## src/rtl/axi_write_burst_scheduler_if.sv

```systemverilog
// Request handshake between the frame burst scheduler (master) and the
// AXI write core (slave): one burst request outstanding at a time.
interface axi_write_burst_scheduler_if #(
  parameter int ASIZE = 32,
  parameter int LSIZE = 10
);
  logic             write_req;
  logic [LSIZE-1:0] req_len;
  logic [ASIZE-1:0] req_addr;
  logic             req_resp;
  logic             req_done;

  modport master (
    output write_req,
    output req_len,
    output req_addr,
    input  req_resp,
    input  req_done
  );

  modport slave (
    input  write_req,
    input  req_len,
    input  req_addr,
    output req_resp,
    output req_done
  );
endinterface

```

## src/rtl/axi_write_burst_scheduler.sv

```systemverilog
// Walks a 2-D frame buffer once per fsync and issues INCR burst requests
// that are capped at BURST_MAX beats, never cross a 4 KB boundary and are
// only raised once the data FIFO already holds the whole burst.
module axi_write_burst_scheduler #(
  parameter int ASIZE      = 32,
  parameter int LSIZE      = 10,
  parameter int CNT_W      = 16,
  parameter int BURST_MAX  = 256,
  parameter int BEAT_BYTES = 32
) (
  input  logic                 axi_aclk,
  input  logic                 axi_reset,
  input  logic                 fsync,
  input  logic [ASIZE-1:0]     frame_base,
  input  logic [CNT_W-1:0]     line_beats,
  input  logic [CNT_W-1:0]     line_num,
  input  logic [ASIZE-1:0]     line_stride,
  input  logic [CNT_W-1:0]     fifo_count,
  axi_write_burst_scheduler_if.master req_if,
  output logic                 frame_busy,
  output logic                 frame_done,
  output logic                 sync_miss
);

  localparam int BSHIFT = $clog2(BEAT_BYTES);

  localparam logic [ASIZE-1:0] ZERO_A     = {ASIZE{1'b0}};
  localparam logic [CNT_W-1:0] ZERO_C     = {CNT_W{1'b0}};
  localparam logic [LSIZE-1:0] ZERO_L     = {LSIZE{1'b0}};
  localparam logic [CNT_W-1:0] ONE_C      = CNT_W'(1);
  localparam logic [CNT_W-1:0] BMAX_C     = CNT_W'(BURST_MAX);
  // Clears the sub-beat address bits so every address is beat aligned.
  localparam logic [ASIZE-1:0] ALIGN_MASK = ~(ASIZE'(BEAT_BYTES - 1));

  typedef enum logic [2:0] {
    S_IDLE      = 3'd0,
    S_CALC      = 3'd1,
    S_WAIT_DATA = 3'd2,
    S_REQ       = 3'd3,
    S_WAIT_DONE = 3'd4,
    S_ADV       = 3'd5,
    S_FDONE     = 3'd6
  } state_t;

  state_t           r_state;
  logic [ASIZE-1:0] r_line_addr;
  logic [ASIZE-1:0] r_cur_addr;
  logic [ASIZE-1:0] r_stride;
  logic [CNT_W-1:0] r_line_beats;
  logic [CNT_W-1:0] r_line_num;
  logic [CNT_W-1:0] r_remain;
  logic [CNT_W-1:0] r_line_cnt;
  logic [LSIZE-1:0] r_req_len;
  logic [ASIZE-1:0] r_req_addr;
  logic             r_write_req;
  logic             r_frame_busy;
  logic             r_frame_done;
  logic             r_sync_miss;

  logic [ASIZE-1:0] w_base_aligned;
  logic [ASIZE-1:0] w_stride_aligned;
  logic [12:0]      w_room_beats;
  logic [CNT_W-1:0] w_min_rr;
  logic [LSIZE-1:0] w_blen;
  logic [CNT_W-1:0] w_len_ext;
  logic [ASIZE-1:0] w_adv_addr;
  logic [CNT_W-1:0] w_adv_remain;
  logic [CNT_W-1:0] w_next_line_cnt;
  logic [ASIZE-1:0] w_next_line_addr;
  logic             w_fifo_ready;
  logic             w_empty_frame;

  assign w_base_aligned   = frame_base & ALIGN_MASK;
  assign w_stride_aligned = line_stride & ALIGN_MASK;

  // Beats left before the next 4 KB page; at most 4096 / BEAT_BYTES.
  assign w_room_beats = (13'h1000 - {1'b0, r_cur_addr[11:0]}) >> BSHIFT;
  assign w_min_rr     = (r_remain < {{(CNT_W-13){1'b0}}, w_room_beats})
                        ? r_remain : {{(CNT_W-13){1'b0}}, w_room_beats};
  assign w_blen       = LSIZE'((w_min_rr < BMAX_C) ? w_min_rr : BMAX_C);

  assign w_len_ext        = {{(CNT_W-LSIZE){1'b0}}, r_req_len};
  assign w_adv_addr       = r_cur_addr + ({{(ASIZE-LSIZE){1'b0}}, r_req_len} << BSHIFT);
  assign w_adv_remain     = r_remain - w_len_ext;
  assign w_next_line_cnt  = r_line_cnt + ONE_C;
  assign w_next_line_addr = r_line_addr + r_stride;
  assign w_fifo_ready     = (fifo_count >= w_len_ext);
  assign w_empty_frame    = (line_beats == ZERO_C) || (line_num == ZERO_C);

  assign req_if.write_req = r_write_req;
  assign req_if.req_len   = r_req_len;
  assign req_if.req_addr  = r_req_addr;
  assign frame_busy       = r_frame_busy;
  assign frame_done       = r_frame_done;
  assign sync_miss        = r_sync_miss;

  // Frame walker FSM: every output is a register updated alongside the state.
  always_ff @(posedge axi_aclk or posedge axi_reset) begin
    if (axi_reset) begin
      r_state      <= S_IDLE;
      r_line_addr  <= ZERO_A;
      r_cur_addr   <= ZERO_A;
      r_stride     <= ZERO_A;
      r_line_beats <= ZERO_C;
      r_line_num   <= ZERO_C;
      r_remain     <= ZERO_C;
      r_line_cnt   <= ZERO_C;
      r_req_len    <= ZERO_L;
      r_req_addr   <= ZERO_A;
      r_write_req  <= 1'b0;
      r_frame_busy <= 1'b0;
      r_frame_done <= 1'b0;
      r_sync_miss  <= 1'b0;
    end else begin
      r_frame_done <= 1'b0;
      // An fsync seen outside IDLE (FDONE included) is only reported.
      r_sync_miss  <= fsync && (r_state != S_IDLE);
      case (r_state)
        S_IDLE: begin
          if (fsync) begin
            r_line_addr  <= w_base_aligned;
            r_cur_addr   <= w_base_aligned;
            r_stride     <= w_stride_aligned;
            r_line_beats <= line_beats;
            r_line_num   <= line_num;
            r_remain     <= line_beats;
            r_line_cnt   <= ZERO_C;
            if (w_empty_frame) begin
              r_frame_busy <= 1'b0;
              r_frame_done <= 1'b1;
              r_state      <= S_FDONE;
            end else begin
              r_frame_busy <= 1'b1;
              r_state      <= S_CALC;
            end
          end else begin
            r_state <= S_IDLE;
          end
        end
        S_CALC: begin
          r_req_len  <= w_blen;
          r_req_addr <= r_cur_addr;
          r_state    <= S_WAIT_DATA;
        end
        S_WAIT_DATA: begin
          if (w_fifo_ready) begin
            r_write_req <= 1'b1;
            r_state     <= S_REQ;
          end else begin
            r_state <= S_WAIT_DATA;
          end
        end
        S_REQ: begin
          if (req_if.req_resp) begin
            r_write_req <= 1'b0;
            r_state     <= S_WAIT_DONE;
          end else begin
            r_state <= S_REQ;
          end
        end
        S_WAIT_DONE: begin
          if (req_if.req_done) begin
            r_state <= S_ADV;
          end else begin
            r_state <= S_WAIT_DONE;
          end
        end
        S_ADV: begin
          if (w_adv_remain == ZERO_C) begin
            // Line finished: restart at the next line start.
            r_line_cnt  <= w_next_line_cnt;
            r_line_addr <= w_next_line_addr;
            r_cur_addr  <= w_next_line_addr;
            r_remain    <= r_line_beats;
            if (w_next_line_cnt == r_line_num) begin
              r_frame_busy <= 1'b0;
              r_frame_done <= 1'b1;
              r_state      <= S_FDONE;
            end else begin
              r_state <= S_CALC;
            end
          end else begin
            r_cur_addr <= w_adv_addr;
            r_remain   <= w_adv_remain;
            r_state    <= S_CALC;
          end
        end
        S_FDONE: begin
          r_state <= S_IDLE;
        end
        default: begin
          r_write_req  <= 1'b0;
          r_frame_busy <= 1'b0;
          r_state      <= S_IDLE;
        end
      endcase
    end
  end

endmodule

```

## src/flat_wrapper.sv

```systemverilog
// flat-port wrapper written by rule: the top's interface ports become plain ports
module axi_write_burst_scheduler_flat 
#(
  parameter int ASIZE      = 32,
  parameter int LSIZE      = 10,
  parameter int CNT_W      = 16,
  parameter int BURST_MAX  = 256,
  parameter int BEAT_BYTES = 32
)
  (axi_aclk, axi_reset, fsync, frame_base, line_beats, line_num, line_stride, fifo_count, frame_busy, frame_done, sync_miss, req_if_write_req, req_if_req_len, req_if_req_addr, req_if_req_resp, req_if_req_done);
  axi_write_burst_scheduler_if #(.ASIZE(ASIZE), .LSIZE(LSIZE)) req_if_i ();
  input  logic axi_aclk;
  input  logic axi_reset;
  input  logic fsync;
  input  logic [ASIZE-1:0] frame_base;
  input  logic [CNT_W-1:0] line_beats;
  input  logic [CNT_W-1:0] line_num;
  input  logic [ASIZE-1:0] line_stride;
  input  logic [CNT_W-1:0] fifo_count;
  output logic frame_busy;
  output logic frame_done;
  output logic sync_miss;
  output wire logic [$bits(req_if_i.write_req)-1:0] req_if_write_req;
  output wire logic [$bits(req_if_i.req_len)-1:0] req_if_req_len;
  output wire logic [$bits(req_if_i.req_addr)-1:0] req_if_req_addr;
  input wire logic [$bits(req_if_i.req_resp)-1:0] req_if_req_resp;
  input wire logic [$bits(req_if_i.req_done)-1:0] req_if_req_done;
  assign req_if_write_req = req_if_i.write_req;
  assign req_if_req_len = req_if_i.req_len;
  assign req_if_req_addr = req_if_i.req_addr;
  assign req_if_i.req_resp = req_if_req_resp;
  assign req_if_i.req_done = req_if_req_done;
  axi_write_burst_scheduler #(.ASIZE(ASIZE), .LSIZE(LSIZE), .CNT_W(CNT_W), .BURST_MAX(BURST_MAX), .BEAT_BYTES(BEAT_BYTES)) u_core (.axi_aclk(axi_aclk), .axi_reset(axi_reset), .fsync(fsync), .frame_base(frame_base), .line_beats(line_beats), .line_num(line_num), .line_stride(line_stride), .fifo_count(fifo_count), .req_if(req_if_i), .frame_busy(frame_busy), .frame_done(frame_done), .sync_miss(sync_miss));
endmodule
```

## config.mk

```make
export PLATFORM = sky130hd
export DESIGN_NAME = axi_write_burst_scheduler_flat
export DESIGN_NICKNAME = d
export VERILOG_FILES = /design/src/rtl/axi_write_burst_scheduler_if.sv /design/src/rtl/axi_write_burst_scheduler.sv /design/src/flat_wrapper.sv
export SDC_FILE = /design/constraint.sdc
export NUM_CORES = 1
export LEC_CHECK = 0
export CORE_MARGIN = 10
export CORE_UTILIZATION = 60
export CTS_BUF_LIST = sky130_fd_sc_hd__clkbuf_16
export DETAILED_ROUTE_END_ITERATION = 8
export PLACE_DENSITY = 0.88
export SLEW_MARGIN = 40
export SYNTH_ARGS = -nofsm -noshare
export SYNTH_HDL_FRONTEND = slang
export SYNTH_SLANG_ARGS = --single-unit
```

## constraint.sdc

```tcl
create_clock -name axi_aclk -period 13.87 [get_ports axi_aclk]
set_input_delay 3.4675 -clock axi_aclk [delete_from_list [all_inputs] [get_ports axi_aclk]]
set_output_delay 3.4675 -clock axi_aclk [all_outputs]
set_load 0.005 [all_outputs]
```

== Word level (Yosys, flattened, before mapping) ==
Cells that the tools add are included.

* Add/subtract/negate cells: 5
* Magnitude comparators: 3
* Equal/unequal tests: 12
* Multiplexer cells: 34
* Bitwise gates (word level): 2
* Reductions and logical operators: 15

{| class="wikitable"
|+ Operator list
! kind !! number
|-
| $pmux W32 S2 || 2
|-
| $mux W32 || 3
|-
| $mux W16 || 5
|-
| $pmux W16 S2 || 2
|-
| $logic_not A16 Y1 || 3
|-
| $add A32 B15 Y32 || 1
|-
| $add A32 B32 Y32 || 1
|-
| $pmux W3 S6 || 1
|-
| $add A16 B1 Y16 const B || 1
|-
| $eq A16 B16 Y1 || 1
|-
| $ge A16 B10 Y1 || 1
|-
| $lt A16 B8 Y1 || 1
|-
| $lt A16 B9 Y1 const B || 1
|-
| $sub A16 B10 Y16 || 1
|-
| $mux W3 || 5
|-
| $sub A13 B12 Y13 const A || 1
|-
| $mux W1 || 12
|-
| $mux W10 || 1
|-
| $reduce_or A5 Y1 || 2
|-
| $eq A3 B3 Y1 const B || 3
|-
| $eq A3 B2 Y1 const B || 2
|-
| $ne A2 B1 Y1 const B || 3
|-
| $pmux W1 S3 || 2
|-
| $reduce_and A3 Y1 || 2
|-
| other kinds (11) || 14
|}

* Flip-flop bits (word level): 204
* Input port bits: 117
* Output and inout bits: 46

== Longest topological paths before layout ==
Gate-level depths: netlist of run 1.

* Depth in word-level cells: 5
* Mapped depth: 16
* Mapped depth without buffers: 13

== Worst setup path before layout of run 1 ==
Ideal clock, no wire load.

* Path type: input -> register
* Start: input fifo_count[0]
* End: register u_core.r_state[0]
* Library setup time: 0.127 ns
* Data arrival time: 4.868 ns
* Path slack: 8.875 ns
* Stages on the path: 11
* Buffers on the path: 0
* Cell sequence: inv_1 > ha_1 > nand2b_1 > a21o_1 > a21o_1 > a21oi_1 > nor2b_1 > o21ai_0 > a2111oi_0 > o21ai_0 > nand3b_1

* Longest elaborated chain between the ends: 3

{| class="wikitable"
|+ Ends and longest elaborated chain
! element !! line !! text
|-
| start: declaration || flat_wrapper.sv:19 || <nowiki>input logic [CNT_W-1:0] fifo_count;</nowiki>
|-
| $ge A16 B10 Y1 || axi_write_burst_scheduler.sv:87 || <nowiki>assign w_fifo_ready = (fifo_count >= w_len_ext);</nowiki>
|-
| $mux W1 || axi_write_burst_scheduler.sv:146 || <nowiki>if (w_fifo_ready) begin</nowiki>
|-
| $pmux W3 S6 || axi_write_burst_scheduler.sv:118 || <nowiki>case (r_state)</nowiki>
|-
| end signal: assignment || axi_write_burst_scheduler.sv:143 || <nowiki>r_state <= S_WAIT_DATA;</nowiki>
|-
| end signal: assignment || axi_write_burst_scheduler.sv:148 || <nowiki>r_state <= S_REQ;</nowiki>
|-
| end signal: assignment || axi_write_burst_scheduler.sv:150 || <nowiki>r_state <= S_WAIT_DATA;</nowiki>
|-
| end: declaration || axi_write_burst_scheduler.sv:45 || <nowiki>state_t r_state;</nowiki>
|}

No other way between the ends.
A chain may end at the register's enable or synchronous reset.

== Final worst setup path of run 1 ==
* Start: input fsync
* End: register u_core.r_line_cnt[5]

* Longest elaborated chain between the ends: 2

{| class="wikitable"
|+ Ends and longest elaborated chain
! element !! line !! text
|-
| start: declaration || flat_wrapper.sv:14 || <nowiki>input logic fsync;</nowiki>
|-
| $ne A2 B2 Y1 (no source line) || - ||
|-
| $reduce_and A3 Y1 (no source line) || - ||
|-
| end signal: assignment || axi_write_burst_scheduler.sv:171 || <nowiki>r_line_cnt <= w_next_line_cnt;</nowiki>
|-
| end: declaration || axi_write_burst_scheduler.sv:52 || <nowiki>logic [CNT_W-1:0] r_line_cnt;</nowiki>
|}

No other way between the ends.

==> results.sh, run 1 <==
export IMPL_grt_max_degree=130
export IMPL_drv_slew=0
export IMPL_first_pass_iters=5
export IMPL_ys_flop_type="dfrtp_1"
export IMPL_core_um2=19530
export IMPL_postCtsSetupRepairBufs=0
export IMPL_ys_seq_area_frac=0.3996
export IMPL_first_iter_violations=1153
export IMPL_synthTopCellsByCount="nand2_1 (304), dfrtp_1 (191), o21ai_0 (79)"
export IMPL_ctsLongestPathBuffers=2
export IMPL_syn_avg_cell_area_um2=8.815
export IMPL_synth_edf_count=0
export IMPL_start_util=0.6126
export IMPL_critPathMaxFanout=68
export IMPL_nNetsFinal=1658
export IMPL_min_path_type="reg -> reg"
export IMPL_drc=0
export IMPL_worstPathArrival_ns=5.82
export IMPL_placed_cells_incl_taps=1718
export IMPL_drv_cap=0
export IMPL_io_pins=163
export IMPL_grt_use_total=0.2600
export IMPL_die_area_um2=25980
export IMPL_slew_headroom=0.4404
export IMPL_wirelength_um=34640
export IMPL_startpoint="fsync"
export IMPL_vias=11010
export IMPL_cts_hold_buf=0
export IMPL_die_x_um=161.2
export IMPL_hp_start="u_core.r_line_beats[11]"
export IMPL_startpoint_type="input pin"
export IMPL_mappedNetlistArea_um2=11960
export IMPL_antenna_cells=0
export IMPL_crit_path_end_kind="flop"
export IMPL_finalSetupViolCount=0
export IMPL_hold_violations=0
export IMPL_period_share=0.3971
export IMPL_h_tree_depth=4
export IMPL_worst_slew_pin_slew_ns=0.8393
export IMPL_grt_pass1_wl_um=55970
export IMPL_synth_top_cell_area_share=0.3996
export IMPL_layoutNonFillerInstCount=1749
export IMPL_drive_above_1_share=0.06402
export IMPL_dpl_hpwl_um=24430
export IMPL_ys_top_cells_by_area="dfrtp_1 (40%), nand2_1 (9.5%), ha_1 (6.9%)"
export IMPL_powerDensity_nw_per_um2=240.4
export IMPL_globalRouteOverflowTotal=0
export IMPL_die_h_um=161.2
export IMPL_ant_nets=0
export IMPL_min_period_ns=5.508
export IMPL_cellLeakagePower_uw=0.006361
export IMPL_worstSkewPairLatency_ns=0.44
export IMPL_grt_pass1_vias=10970
export IMPL_ys_warn_count=0
export IMPL_wl_per_cell_um=19.81
export IMPL_cts_resized=0
export IMPL_ys_ff_latch=191
export IMPL_rsz0062_at_grt="no"
export IMPL_r2r_start="u_core.r_remain[0]"
export IMPL_critical_path_class="in -> reg"
export IMPL_fmax_ghz=0.1816
export IMPL_antenna_found_initial=0
export IMPL_syn_inst=1357
export IMPL_cts_clk_slew_worst_paths_ns=0.07
export IMPL_synth_nets=1543
export IMPL_placement_io_buffers=152
export IMPL_skew_ns=0.01234
export IMPL_fin_util=0.7268
export IMPL_yosysMostFrequentCell="nand2_1"
export IMPL_clock_sinks=191
export IMPL_fin_tns_setup_ns=0
export IMPL_gp_congestion=0.9412
export IMPL_status="complete, no violations"
export IMPL_crit_required_ns=14.19
export IMPL_synth_top_area_cell="dfrtp_1"
export IMPL_cts_buffers=17
export IMPL_rows=51
export IMPL_cts_tree="done"
export IMPL_viasPerCell=6.297
export IMPL_async_reset_ff_frac=1.000
export IMPL_ir_drop_uv=121.8
export IMPL_ctsRootBufferMaster="clkbuf_16"
export IMPL_synth_cell_types=69
export IMPL_area_delta_synth_final_pct=18.64
metrics by stage:
| step | instance area [um2] | setup slack [ns] | power (uW) | hold WS [ns] |
|---|---|---|---|---|
| floorplan | 11960 | 5.204 | 2315 | 0.4455 |
| global placement | 13610 | 7.836 | 2771 | 0.4578 |
| detailed placement | 13620 | 7.800 | 2870 | 0.4629 |
| CTS | 14170 | 8.226 | 3371 | 0.4799 |
| global route | 14190 | 8.209 | 3653 | 0.4879 |
| finish | 14190 | 8.362 | 3412 | 0.4762 |
per-layer routing:
metal  share of wire  GRT usage  routed length, um
met5               0          0                  0
met4           0.036     0.1055               1246
met3           0.095    0.05465               3290
met2            0.47     0.4233              16180
met1            0.40     0.3310              13920
worst max-delay path: stages:
cell and delay (ns):
clkdlybuf4s50_1 0.53, and2_2 0.42, buf_4 0.69, nor2_2 0.28, o21ai_0 0.29, o31ai_1 0.10
placed cells by master (no fill, tap or decap), types with 5 or more instances in the layout:
| cell type | instances |
|---|---|
| nand3_1 | 20 |
| nand4b_1 | 5 |
| dfrtp_1 | 191 |
| clkinv_1 | 5 |
| a211o_1 | 6 |
| o22ai_1 | 7 |
| o21ai_1 | 10 |
| o21ai_0 | 79 |
| a31oi_1 | 31 |
| nand2b_1 | 12 |
| a21oi_1 | 74 |
| a21o_1 | 26 |
| clkdlybuf4s50_1 | 152 |
| nor2b_1 | 7 |
| nor4_1 | 12 |
| ha_1 | 66 |
| nor3_1 | 22 |
| buf_4 | 8 |
| nand2_1 | 303 |
| inv_1 | 43 |
| or3_1 | 6 |
| clkbuf_16 | 17 |
| xor2_1 | 34 |
| o31ai_1 | 8 |
| nand4_1 | 10 |
| xnor2_1 | 45 |
| nor2_1 | 64 |
| mux2_2 | 37 |
| mux2i_1 | 37 |
| and2_1 | 5 |
| o21a_1 | 10 |
| o211ai_1 | 14 |
| and3_1 | 18 |
| a211oi_1 | 21 |
final timing paths:
check	slack, ns	depth (start not counted)	to
max in group asynchronous	9.23	3	u_core.r_remain[13]
worst min-delay path	0.48	2	u_core.r_line_beats[11]
worst max-delay path	8.36	6	u_core.r_line_cnt[5]
worst max register to register	9.21	14	u_core.r_state[1]
worst min register to register	0.48	2	u_core.r_line_beats[11]
min in group asynchronous	3.61	2	u_core.sync_miss
flip-flops by register name (all words and copies together), names as in the netlist:
register,flops
u_core.r_cur_addr,28
u_core.frame_busy,1
u_core.sync_miss,1
u_core.r_line_addr,27
u_core.r_line_cnt,16
u_core.req_if.req_len,10
u_core.r_line_beats,16
u_core.req_if.write_req,1
u_core.r_remain,16
u_core.r_line_num,16
u_core.req_if.req_addr,28
u_core.r_stride,27
u_core.r_state,3
u_core.frame_done,1
power breakdown:
group | switching, uW | leakage [uW] | total (uW) | internal (uW)
clock | 213 | 0.000266 | 474 | 261
sequential | 248 | 0.00234 | 1050 | 801
combinational | 1040 | 0.00375 | 1890 | 853
logic make-up (layout without fill, tap and decap cells):
group / after synthesis / in the layout / synth area share
compound gates: 325 / 325 / 0.1735
fa+ha+maj: 69 / 69 / 0.07406
simple gates: 508 / 508 / 0.1880
buf+inv: 110 / 237 / 0.03985
mux: 74 / 74 / 0.06580
flops: 191 / 191 / 0.3996
xor+xnor: 80 / 80 / 0.05921
final cells by class:
type / count / area, um2
Sequential cell: 191 / 4780
Clock inverter: 14 / 126.4
Fill cell: 1427 / 5335
Tap cell: 265 / 331.6
Timing Repair Buffer: 162 / 1604
Multi-Input combinational cell: 1056 / 6746
Clock buffer: 17 / 425.4
Inverter: 44 / 177.7
Power figures use the tool's default switching activity.
==> run 2, diff against run 1 <==
- CORE_UTILIZATION: 60 -> 56
- PLACE_DENSITY: 0.88 -> 0.83
- clock period: 13.87 -> 5.65 ns (I/O delays scaled with it)
==> run 2 against run 1 <==
Non-clock buffer count increased by 5. Count of clock-buffer cells in the layout unchanged. Cell area increased by 0.99%. Core utilization decreased by 4.5 points. First-iteration DRC count decreased by 15%. Worst setup slack got worse by 7.2 ns. Critical path depth increased by 6. Register-to-register slack got worse by 8.0 ns. Routed wire length decreased by 0.98%. Via count decreased by 2.4%. Total power increased by 150%. Global-route usage decreased by 2.0 points. Largest power group unchanged.
==> results.sh, run 2 (same netlist as run 1, synthesis figures left out) <==
export IMPL_cts_tree="done"
export IMPL_ir_drop_uv=250.0
export IMPL_grt_max_degree=88
export IMPL_die_area_um2=27610
export IMPL_power_frac_seq=0.306
export IMPL_crit_buf_inv=1
export IMPL_crit_path_max_incr_delay_ns=0.74
export IMPL_globalRouteOverflowTotal=0
export IMPL_hold_violations=0
export IMPL_grt_pass1_vias=10640
export IMPL_clock_sinks=191
export IMPL_start_util=0.5690
export IMPL_wl_per_cell_um=19.44
export IMPL_status="complete, no violations"
export IMPL_drc=0
export IMPL_fin_tns_setup_ns=0
export IMPL_finalInstanceArea_um2=14330
export IMPL_rsz0062_at_grt="no"
export IMPL_worstPathArrival_ns=4.82
export IMPL_crit_required_ns=6.03
export IMPL_first_iter_violations=977
export IMPL_nNetsFinal=1663
export IMPL_ctsLongestPathBuffers=2
export IMPL_fin_util=0.6817
export IMPL_core_um2=21020
export IMPL_crit_chain="ha_1 -> inv_1 -> fa_1 -> a21o_1 -> a221oi_2 -> o211ai_1 -> or3_1 -> xnor2_2 -> a2111oi_4 -> and2_1 -> a22oi_1 -> a21bo_2"
export IMPL_drive_above_1_share=0.06980
export IMPL_cts_clk_slew_worst_paths_ns=0.08
export IMPL_ant_nets=0
export IMPL_postCtsSetupRepairBufs=0
export IMPL_gp_congestion=0.9448
export IMPL_placed_cells_incl_taps=1733
export IMPL_h_tree_depth=4
export IMPL_layout_commonest_cell="nand2_1"
export IMPL_pwr_share_clk=0.145
export IMPL_antenna_found_initial=0
export IMPL_grt_use_total=0.2398
export IMPL_ctsRootBufferMaster="clkbuf_16"
export IMPL_power_internal_uw=4737
export IMPL_area_delta_synth_final_pct=19.81
export IMPL_first_pass_iters=5
export IMPL_finalSetupViolCount=0
export IMPL_antenna_cells=0
export IMPL_min_period_ns=4.443
export IMPL_vias=10750
export IMPL_cts_hold_buf=0
export IMPL_period_share=0.7863
export IMPL_dpl_hpwl_um=24550
export IMPL_io_pins=163
export IMPL_cp_top_family="compound AO/OA/AOI/OAI gates"
export IMPL_pwr_share_comb=0.548
export IMPL_cellLeakagePower_uw=0.006416
export IMPL_grt_pass1_wl_um=55260
export IMPL_place_area_um2=13740
export IMPL_critical_path_class="reg -> reg"
export IMPL_startpoint_type="flop"
export IMPL_switching_share=0.4379
export IMPL_slew_headroom=0.4582
export IMPL_drv_slew=0
export IMPL_die_h_um=166.2
export IMPL_layoutNonFillerInstCount=1765
export IMPL_drv_cap=0
export IMPL_rows=53
export IMPL_powerDensity_nw_per_um2=588.0
export IMPL_cts_resized=0
export IMPL_critPathMaxFanout=16
export IMPL_fmax_ghz=0.2251
export IMPL_crit_path_end_kind="flop"
export IMPL_wirelength_um=34300
export IMPL_worstSkewPairLatency_ns=0.44
export IMPL_skew_ns=0.01044
export IMPL_final_cell_mix="nand2_1 (303), dfrtp_1 (191), clkdlybuf4s50_1 (152), o21ai_0 (79), a21oi_1 (74)"
export IMPL_min_path_type="reg -> reg"
export IMPL_die_x_um=166.2
export IMPL_viasPerCell=6.093
export IMPL_nFillCells=1628
export IMPL_placement_io_buffers=152
export IMPL_worst_slew_pin_slew_ns=0.8127
export IMPL_p_sw_uw=3690
export IMPL_cts_buffers=17
export IMPL_slowest_stage="and2_1"
[run 2: cell count changes in the layout (fill, tap and decap cells not counted), sizes merged]
| cell | change |
|---|---|
| clkinv | -4 |
| clkinvlp | +1 |
| buf | +5 |
| inv | +4 |
[run 2: worst register-to-register path: stages, from the launching register on]
cell and delay, ns:
dfrtp_1 0.46, ha_1 0.20, inv_1 0.05, fa_1 0.40
a21o_1 0.24, a221oi_2 0.34, o211ai_1 0.22, or3_1 0.39
xnor2_2 0.18, a2111oi_4 0.68, and2_1 0.74, a22oi_1 0.24
a21bo_2 0.24
[run 2: layout make-up]
type | count | area [um2] | area share
multi-input combinational | 1056 | 6744 | 0.4706
sequential | 191 | 4780 | 0.3335
timing repair buffer | 167 | 1708 | 0.1192
clock buffer | 17 | 425.4 | 0.02968
tap | 275 | 344.1 | 0.02401
inverter | 44 | 168.9 | 0.01179
clock inverter | 15 | 161.4 | 0.01126
[run 2: through the flow]
step	setup WS, ns	power [uW]	hold WS, ns
3_3_place_gp	1.068	6874	0.4576
5_1_grt	0.9942	9038	0.5093
3_5_place_dp	1.317	7098	0.4658
2_1_floorplan	1.775	5685	0.4455
6_report	1.207	8427	0.4831
4_1_cts	1.237	8370	0.4823
[run 2: path summary, 6_finish.rpt]
path / from / end / slack (ns) / cells past startpoint
hold reg to reg: u_core.r_line_beats[12] / u_core.r_line_beats[12] / 0.48 / 2
hold / removal: u_core.r_line_beats[12] / u_core.r_line_beats[12] / 0.48 / 2
setup / recovery: u_core.req_if.req_len[0] / u_core.r_state[1] / 1.21 / 12
max in group asynchronous: axi_reset / u_core.r_cur_addr[15] / 3.49 / 3
min in group asynchronous: axi_reset / u_core.r_remain[13] / 1.35 / 2
setup reg to reg: u_core.req_if.req_len[0] / u_core.r_state[1] / 1.21 / 12
[run 2: power groups by stage]
stage	clock [uW]	combinational [uW]	sequential, uW
6_report	1220	4620	2580
5_1_grt	1290	5100	2650
4_1_cts	1230	4580	2560
3_5_place_dp	0	4530	2570
3_3_place_gp	0	4330	2550
2_1_floorplan	0	3330	2360
[run 2: per-layer routing]
layer | GRT usage | vias up | wire [um]
met5 | 0 | - | 0
met4 | 0.08436 | 0 | 1020
met3 | 0.04023 | 71 | 2164
met2 | 0.3928 | 466 | 16360
met1 | 0.3136 | 5190 | 14750
li1 | - | 5027 | -
==> run 3, diff against run 2 <==
- clock period: 5.65 -> 4.2 ns (I/O delays scaled with it)
==> run 3 against run 2 <==
Routed wire length fell by 0.67%. Critical path depth up 3. Largest power group unchanged. Critical path type unchanged. Maximum frequency is 15% higher. Die area unchanged. Total power rose by 35%. Global-route usage is essentially flat. Core utilization increased by 0.56 points. Sequential share of layout area fell by 0.27 points. Cell area rose by 0.82%. Worst hold slack about the same. Count of clock-buffer cells in the layout stayed put. Register-to-register slack worse by 0.89 ns.
==> results.sh, run 3 (same netlist as run 1, synthesis figures left out) <==
export IMPL_status="complete, no violations"
export IMPL_placement_io_buffers=152
export IMPL_grt_pass1_wl_um=55190
export IMPL_startpoint_type="flop"
export IMPL_worstPathArrival_ns=4.24
export IMPL_first_pass_iters=6
export IMPL_crit_path_max_incr_delay_ns=0.42
export IMPL_nFillCells=1591
export IMPL_cts_tree="done"
export IMPL_start_util=0.5690
export IMPL_cts_resized=0
export IMPL_drv_cap=0
export IMPL_first_iter_violations=1096
export IMPL_viasPerCell=6.111
export IMPL_die_area_um2=27610
export IMPL_io_pins=163
export IMPL_finalSetupViolCount=0
export IMPL_totalPowerFinal_uw=11410
export IMPL_rows=53
export IMPL_seqCellArea_um2=4780
export IMPL_critical_path_class="reg -> reg"
export IMPL_period_share=0.9235
export IMPL_multi_input_area_um2=6741
export IMPL_switching_share=0.4340
export IMPL_power_frac_seq=0.303
export IMPL_gp_congestion=0.9522
export IMPL_wl_per_cell_um=19.22
export IMPL_vias=10840
export IMPL_pwr_share_clk=0.146
export IMPL_slew_headroom=0.4467
export IMPL_crit_path_end_kind="flop"
export IMPL_grt_pass1_vias=10560
export IMPL_crit_chain="inv_1 -> ha_1 -> inv_1 -> fa_1 -> a21o_1 -> a221oi_2 -> o211ai_1 -> or3_1 -> xnor2_2 -> a2111oi_4 -> buf_12 -> buf_12 -> nor2_1 -> a211o_1 -> a21oi_1"
export IMPL_grt_max_degree=72
export IMPL_antenna_found_initial=0
export IMPL_rsz0062_at_grt="no"
export IMPL_cts_hold_buf=0
export IMPL_dpl_hpwl_um=24580
export IMPL_fin_tns_setup_ns=0
export IMPL_min_period_ns=3.879
export IMPL_ctsRootBufferMaster="clkbuf_16"
export IMPL_nNetsFinal=1671
export IMPL_drv_slew=0
export IMPL_worstSkewPairLatency_ns=0.44
export IMPL_fmax_ghz=0.2578
export IMPL_cellLeakagePower_uw=0.006479
export IMPL_wirelength_um=34070
export IMPL_slowest_stage="dfrtp_1"
export IMPL_min_path_type="reg -> reg"
export IMPL_ant_nets=0
export IMPL_crit_required_ns=4.56
export IMPL_worst_slew_pin_slew_ns=0.8224
export IMPL_core_um2=21020
export IMPL_layout_commonest_cell="nand2_1"
export IMPL_cts_buffers=17
export IMPL_drc=0
export IMPL_hold_violations=0
export IMPL_p_sw_uw=4952
export IMPL_antenna_cells=0
export IMPL_power_internal_uw=6458
export IMPL_skew_ns=0.008975
export IMPL_pwr_share_comb=0.550
export IMPL_area_delta_synth_final_pct=20.80
export IMPL_ir_drop_uv=363.9
export IMPL_die_x_um=166.2
export IMPL_clock_sinks=191
export IMPL_ctsLongestPathBuffers=2
export IMPL_die_h_um=166.2
export IMPL_grt_use_total=0.2396
export IMPL_postCtsSetupRepairBufs=0
export IMPL_final_cell_mix="nand2_1 (303), dfrtp_1 (191), clkdlybuf4s50_1 (152), o21ai_0 (79), a21oi_1 (74)"
export IMPL_powerDensity_nw_per_um2=789.7
export IMPL_drive_above_1_share=0.07410
export IMPL_h_tree_depth=4
export IMPL_critPathMaxFanout=32
export IMPL_cts_clk_slew_worst_paths_ns=0.07
export IMPL_globalRouteOverflowTotal=0
==> run 3: cell types whose count changed in the layout (fill, tap and decap cells not counted), sizes merged <==
cell and change:
clkinvlp +1, clkinv -1, buf +8, bufinv +1, inv -1
==> run 3: area by class of cell <==
cell class,instances,area share
Multi-Input combinational cell,1056,0.4666
Clock inverter,15,0.01178
Inverter,44,0.01169
Clock buffer,17,0.02944
Timing Repair Buffer,175,0.1259
Tap cell,275,0.02381
Sequential cell,191,0.3308
==> run 3: path summary, 6_finish.rpt <==
path                            depth (start not counted)                      end                     from  slack [ns]
worst max-delay path                                   15    u_core.r_cur_addr[28]       u_core.r_remain[0]        0.32
worst min-delay path                                    2  u_core.r_line_beats[13]  u_core.r_line_beats[13]        0.48
worst max register to register                         15    u_core.r_cur_addr[28]       u_core.r_remain[0]        0.32
worst min register to register                          2  u_core.r_line_beats[13]  u_core.r_line_beats[13]        0.48
max in group asynchronous                               4   u_core.r_line_addr[20]                axi_reset        2.45
min in group asynchronous                               2    u_core.r_line_cnt[14]                axi_reset        0.97
==> run 3: through the flow <==
step / instance area (um2) / worst slack, ns / utilization / hold slack (ns) / std cells
after floorplan: 11970 / 0.6876 / - / 0.4455 / 1357
after global placement: 13820 / 0.4699 / 0.6576 / 0.4581 / 1740
after detailed placement: 13850 / 0.3900 / 0.6588 / 0.4663 / 1741
after CTS: 14450 / 0.3387 / 0.6872 / 0.4825 / 1773
after global routing: 14450 / 0.09975 / 0.6873 / 0.5037 / 1773
final: 14450 / 0.3213 / 0.6873 / 0.4829 / 1773
==> run 3: routing by layer <==
layer  track usage  up-vias  share of wire
met5             0        -              0
met4       0.07049        0          0.019
met3       0.03478       58          0.069
met2        0.3907      491           0.48
met1        0.3233     5228           0.43
li1              -     5058              -
==> run 3: power groups by stage <==
stage	sequential, uW	clock [uW]	combinational (uW)
after floorplan	3170	0	4480
after global routing	3550	1750	6960
after CTS	3430	1680	6220
final	3460	1670	6280
after detailed placement	3450	0	6130
after global placement	3420	0	5870
==> run 3: critical path, delay by kind of cell, from the launching register on <==
family          cells  cell delay, ns
buf+inv             4            0.58
xor+xnor            1            0.18
flops               1            0.42
fa+ha+maj           2            0.56
compound gates      6            1.52
simple gates        2            0.52
